[config.mk]
export PLATFORM = sky130hd
export DESIGN_NAME = uart_tx_sched
export DESIGN_NICKNAME = d
export VERILOG_FILES = /design/src/rtl/uart_tx_sched.sv
export SDC_FILE = /design/constraint.sdc
export NUM_CORES = 1
export LEC_CHECK = 0
export ABC_AREA = 1
export CAP_MARGIN = 20
export CORE_ASPECT_RATIO = 1.75
export CORE_MARGIN = 3
export CORE_UTILIZATION = 43
export CTS_CLUSTER_DIAMETER = 80
export DETAILED_ROUTE_END_ITERATION = 7
export PLACE_DENSITY = 0.88
export SKIP_CTS_REPAIR_TIMING = 1
export SYNTH_ARGS = -nofsm -noshare
export SYNTH_HDL_FRONTEND = slang
export SYNTH_SLANG_ARGS = --single-unit
[constraint.sdc]
create_clock -name clk -period 1.9 [get_ports clk]
set_input_delay 0.38 -clock clk [delete_from_list [all_inputs] [get_ports clk]]
set_output_delay 0.38 -clock clk [all_outputs]
set_load 0.02 [all_outputs]
[src/rtl/uart_tx_sched.sv]
// uart_tx_sched: four requesters share one UART transmit line. A round-robin
// arbiter picks one valid requester while idle, then the byte is sent as
// start / 8 data bits LSB first / optional even parity / stop.
module uart_tx_sched #(
    parameter int unsigned CLKS_PER_BIT = 4,
    parameter int unsigned PARITY_EN    = 1
) (
    input  logic        clk,
    input  logic        rst,
    input  logic [3:0]  req_valid,
    input  logic [31:0] req_data,
    output logic [3:0]  req_ready,
    output logic        tx_serial,
    output logic        busy,
    output logic [1:0]  cur_id,
    output logic        frame_done
);

    localparam int unsigned CNT_W = (CLKS_PER_BIT > 1) ? $clog2(CLKS_PER_BIT) : 1;
    localparam logic [CNT_W-1:0] BAUD_LAST = CNT_W'(CLKS_PER_BIT - 1);

    typedef enum logic [2:0] {
        S_IDLE,
        S_START,
        S_DATA,
        S_PARITY,
        S_STOP
    } state_e;

    state_e           state_q, state_d;
    logic [CNT_W-1:0] baud_q, baud_d;
    logic [2:0]       bit_cnt_q, bit_cnt_d;
    logic [7:0]       shreg_q, shreg_d;
    logic             par_q, par_d;
    logic [1:0]       cur_id_q, cur_id_d;
    logic [1:0]       rr_ptr_q, rr_ptr_d;

    logic             grant_vld;
    logic [1:0]       grant_id;
    logic [1:0]       idx;
    logic             baud_end;

    assign baud_end = (baud_q == BAUD_LAST);

    // Round-robin pick: scan offsets high to low so the one nearest rr_ptr wins.
    always_comb begin
        grant_vld = 1'b0;
        grant_id  = rr_ptr_q;
        idx       = rr_ptr_q;
        for (int i = 3; i >= 0; i--) begin
            idx = rr_ptr_q + 2'(i);
            if (req_valid[idx]) begin
                grant_vld = 1'b1;
                grant_id  = idx;
            end
        end
    end

    // State and datapath registers; synchronous active-low reset.
    always_ff @(posedge clk) begin
        if (!rst) begin
            state_q   <= S_IDLE;
            baud_q    <= '0;
            bit_cnt_q <= '0;
            shreg_q   <= '0;
            par_q     <= 1'b0;
            cur_id_q  <= '0;
            rr_ptr_q  <= '0;
        end else begin
            state_q   <= state_d;
            baud_q    <= baud_d;
            bit_cnt_q <= bit_cnt_d;
            shreg_q   <= shreg_d;
            par_q     <= par_d;
            cur_id_q  <= cur_id_d;
            rr_ptr_q  <= rr_ptr_d;
        end
    end

    // Next-state: accept a grant in IDLE, then step through the frame one
    // bit period at a time. The baud counter restarts at every bit boundary.
    always_comb begin
        state_d   = state_q;
        baud_d    = baud_q;
        bit_cnt_d = bit_cnt_q;
        shreg_d   = shreg_q;
        par_d     = par_q;
        cur_id_d  = cur_id_q;
        rr_ptr_d  = rr_ptr_q;

        if (state_q != S_IDLE) begin
            baud_d = baud_end ? '0 : baud_q + CNT_W'(1);
        end

        case (state_q)
            S_IDLE: begin
                if (grant_vld) begin
                    shreg_d   = req_data[{grant_id, 3'b000} +: 8];
                    cur_id_d  = grant_id;
                    rr_ptr_d  = grant_id + 2'd1;
                    par_d     = 1'b0;
                    baud_d    = '0;
                    bit_cnt_d = '0;
                    state_d   = S_START;
                end
            end
            S_START: begin
                if (baud_end) state_d = S_DATA;
            end
            S_DATA: begin
                if (baud_end) begin
                    shreg_d   = {1'b0, shreg_q[7:1]};
                    par_d     = par_q ^ shreg_q[0];
                    bit_cnt_d = bit_cnt_q + 3'd1;
                    if (bit_cnt_q == 3'd7) begin
                        state_d = (PARITY_EN != 0) ? S_PARITY : S_STOP;
                    end
                end
            end
            S_PARITY: begin
                if (baud_end) state_d = S_STOP;
            end
            S_STOP: begin
                if (baud_end) state_d = S_IDLE;
            end
            default: state_d = S_IDLE;
        endcase
    end

    // Outputs decoded from the current state. Ready is held off while reset
    // is applied so no handshake can appear to complete during reset.
    always_comb begin
        busy       = (state_q != S_IDLE);
        frame_done = (state_q == S_STOP) && baud_end;
        cur_id     = cur_id_q;
        req_ready  = '0;
        if ((state_q == S_IDLE) && grant_vld && rst) begin
            req_ready = 4'b0001 << grant_id;
        end
        case (state_q)
            S_START:  tx_serial = 1'b0;
            S_DATA:   tx_serial = shreg_q[0];
            S_PARITY: tx_serial = par_q;
            default:  tx_serial = 1'b1;
        endcase
    end

endmodule

==> summary.md <==
| Metric | Value |
|---|---|
| VDD IR max | `937 uV` |
| Post-synth top area share | `26.3%` |
| PwrDens | `1730 nW/um^2` |
| Crit path arrival time | `1.98 ns` |
| Final nets | `368` |
| Final Cycle Share | `124%` |
| Worst-Margin Slew | `0.294 ns` |
| WHS Path Cells | `2` |
| Worst-path maximum fanout | `5` |
| Routed WL | `5.72 mm` |
| Max_cap viols | `0` |
| Gr ovfl total | `0` |
| ANT nets after route | `0` |
| Routed wire per std cell | `15.6 um` |
| Min-delay src | `shreg_q[7]$_SDFFE_PN0P_` |
| Min-Delay Endpoint | `shreg_q[7]$_SDFFE_PN0P_` |
| Fill cells | `240` |
| Diode count | `0` |
| Die X | `52.1 um` |
| Hold WC Path Type | `register to register` |
| Core area | `3470 um^2` |
| R2R setup slack | `-0.13 ns` |
| Warnings from Yosys | `0` |
| Reg2Reg Launch Point | `rr_ptr_q[0]$_SDFFE_PN0P_` |
| Final setup viols | `16` |
| Synth Cell Area | `1600 um^2` |
| TritonCTS clock tree | `built` |
| Global-route wire length before repair | `8.58 mm` |
| Maximum clock path buffer count | `2` |
| Clock root cell | `clkbuf_8` |
| Commonest non-fill, non-tap cells in the layout | `nand3_1 (42), buf_4 (36), clkdlybuf4s50_1 (35)` |
| Largest net degree at the start of global routing | `15` |
| Minimum clock period | `2.36 ns` |
| Worst Reg-to-Reg Cells | `16` |
| FF+latch count, synth | `21` |
| Status | `finished, violations left` |
| Static leakage | `1.25 nW` |
| Dominant cell type by area after synthesis | `dfxtp_1` |
| DRT iter0 DRCs | `37` |
| FP Rows | `28` |
| DR vias/cell | `5.43` |
| Initial antenna violation count | `0` |
| RSZ-0062 raised after global routing | `true` |
| R2R Path End | `par_q$_SDFFE_PN0P_` |
| Via count | `1994` |
| Setup crit end kind | `output port` |
| Clk pwr share | `6.4%` |
| F_max | `423 MHz` |
| Placed insts | `358` |
| Share of post-route cells with drive strength above 1 | `37.9%` |
| H-Tree Level Count | `1` |
| Sequential Power Share | `16.1%` |
| Synth top area cells | `dfxtp_1 (26%), nand3_1 (14%), nand2_1 (10%)` |
| Clk slew on worst S/H paths | `0.08 ns` |
| Non-Filler Instances | `367` |
| Final hold violations | `0` |
| Layout Area Growth over Synthesis | `66.2%` |
| CTS Buf Count | `3` |
| Post-synthesis sequential area ratio | `26.3%` |
| Vias in the first global route | `1930` |
| Max-slew headroom at the worst pin | `80.3%` |
| Critical path class | `register to output port` |
| Post-Syn Nets | `285` |
| Switching share of power | `50.2%` |
| Post-synth cell types | `33` |
| Worst Path Required | `1.52 ns` |
| Worst-Skew Late Latency | `0.27 ns` |
| Final Max Tran Viols | `0` |
| Commonest non-fill, non-tap cell in the layout | `nand3_1` |
| Power Internal | `0.00230 W` |
| Logic pwr share | `77.4%` |
| Failing checks | `negative setup slack` |
| Port Buffer Count | `46` |
| DP Wirelength | `4.10 mm` |
| Post-layout util | `76.7%` |
| Final setup margin | `-0.463 ns` |
| Critical Path Start Type | `register` |
| Initial Util | `46.2%` |
| Clk sink count | `21` |
| Clock Skews | `0.00488 ns` |
| Avg Inst Size Synth | `6.67 um^2` |
| NetSw | `0.00232 W` |
| DIE AREA | `4520 um^2` |
| Initial DRT Pass Iterations | `4` |
| Die Y | `86.7 um` |
| Gpl congestion | `0.839` |
| Synth Instances | `240` |
| Io pins | `47` |
| Drt drc | `0` |
| Gr usage total | `24.8%` |
## area by class of cell
cell class / instances / area, um^2 / area share [%]
inverter: 28 / 135 / 5.08
clock inverter: 1 / 5.00 / 0.188
timing repair buffer: 86 / 806 / 30.3
clock buffer: 3 / 41.3 / 1.55
multi-input combinational: 183 / 1190 / 44.7
tap: 45 / 56.3 / 2.12
sequential: 21 / 429 / 16.1
## critical path, stage by stage (launching register included)
cell,delay [ns]
dfxtp_4,0.42
buf_6,0.14
nand2_1,0.06
nand2_2,0.08
nand2_2,0.06
nand2_1,0.11
inv_2,0.07
nand3_2,0.08
inv_2,0.05
nor2_4,0.09
inv_2,0.05
nor2_4,0.14
clkinv_4,0.12
nor2_4,0.11
buf_6,0.12
## power groups by stage
stage,logic [W],registers [W],clock network (W)
6_report,0.00357,0.000745,0.000296
3_3_place_gp,0.00294,0.000726,0
2_1_floorplan,0.00201,0.000723,0
4_1_cts,0.00305,0.000726,0.000303
5_1_grt,0.00389,0.000764,0.000334
3_5_place_dp,0.00303,0.000736,0
## Yosys cell counts (all sizes together)
| cell | n |
|---|---|
| a21oi | 20 |
| a22oi | 1 |
| buf | 7 |
| clkbuf | 1 |
| clkinv | 3 |
| dfxtp | 21 |
| ha | 7 |
| inv | 25 |
| nand2 | 60 |
| nand3 | 48 |
| nor2 | 24 |
| nor3 | 2 |
| o211a | 1 |
| o211ai | 1 |
| o21ai | 17 |
| o21bai | 1 |
| o22ai | 1 |
## cells by family (layout without fill, tap and decap cells)
group	count (synthesis)	count (layout)	synth area share, %
AND/OR/NAND/NOR	134	134	41.8
flip-flops	21	21	26.2
buffers and inverters	36	118	11.6
AO/OA/AOI/OAI	42	42	14.9
adder cells (fa/ha/maj)	7	7	5.47
## through the flow
step           setup TNS, ns  instance area [um^2]  hold slack [ns]  worst slack (ns)  total power (W)
6_report               -3.11                  2660            0.474            -0.463          0.00461
5_1_grt                -5.38                  2660            0.513            -0.572          0.00499
4_1_cts                -5.87                  2430            0.467             -1.03          0.00408
3_5_place_dp          -10.59                  2390            0.455             -1.03          0.00377
3_3_place_gp           -8.58                  2390            0.450            -0.963          0.00367
2_1_floorplan        -0.0792                  1680            0.448           -0.0202          0.00273
## routing by layer
metal,routed length (um),vias to the layer above,global-route usage [%]
met1,1880,939,25.6
met3,189,21,2.75
met2,3400,76,46.3
met4,246,0,13.5
li1,-,958,-
met5,0,-,0
## how the worst max path moves through the flow
stage,start,endpoint,slack (ns),cells after the start
3_3_place_gp,req_valid[1],req_ready[2],-0.96,15
3_5_place_dp,req_valid[3],req_ready[2],-1.03,14
5_1_grt,rr_ptr_q[0]$_SDFFE_PN0P_,req_ready[2],-0.57,15
4_1_cts,req_valid[3],req_ready[3],-1.03,14
6_report,rr_ptr_q[0]$_SDFFE_PN0P_,req_ready[1],-0.46,14
2_1_floorplan,rr_ptr_q[0]$_SDFFE_PN0P_,req_ready[1],-0.02,15
## sequential cells by signal, indices dropped and copies added (netlist names)
signal	cells
shreg_q	8
bit_cnt_q	3
state_q	3
baud_q	2
cur_id	2
rr_ptr_q	2
par_q	1
Note: power is estimated with default switching activity, not from simulation.
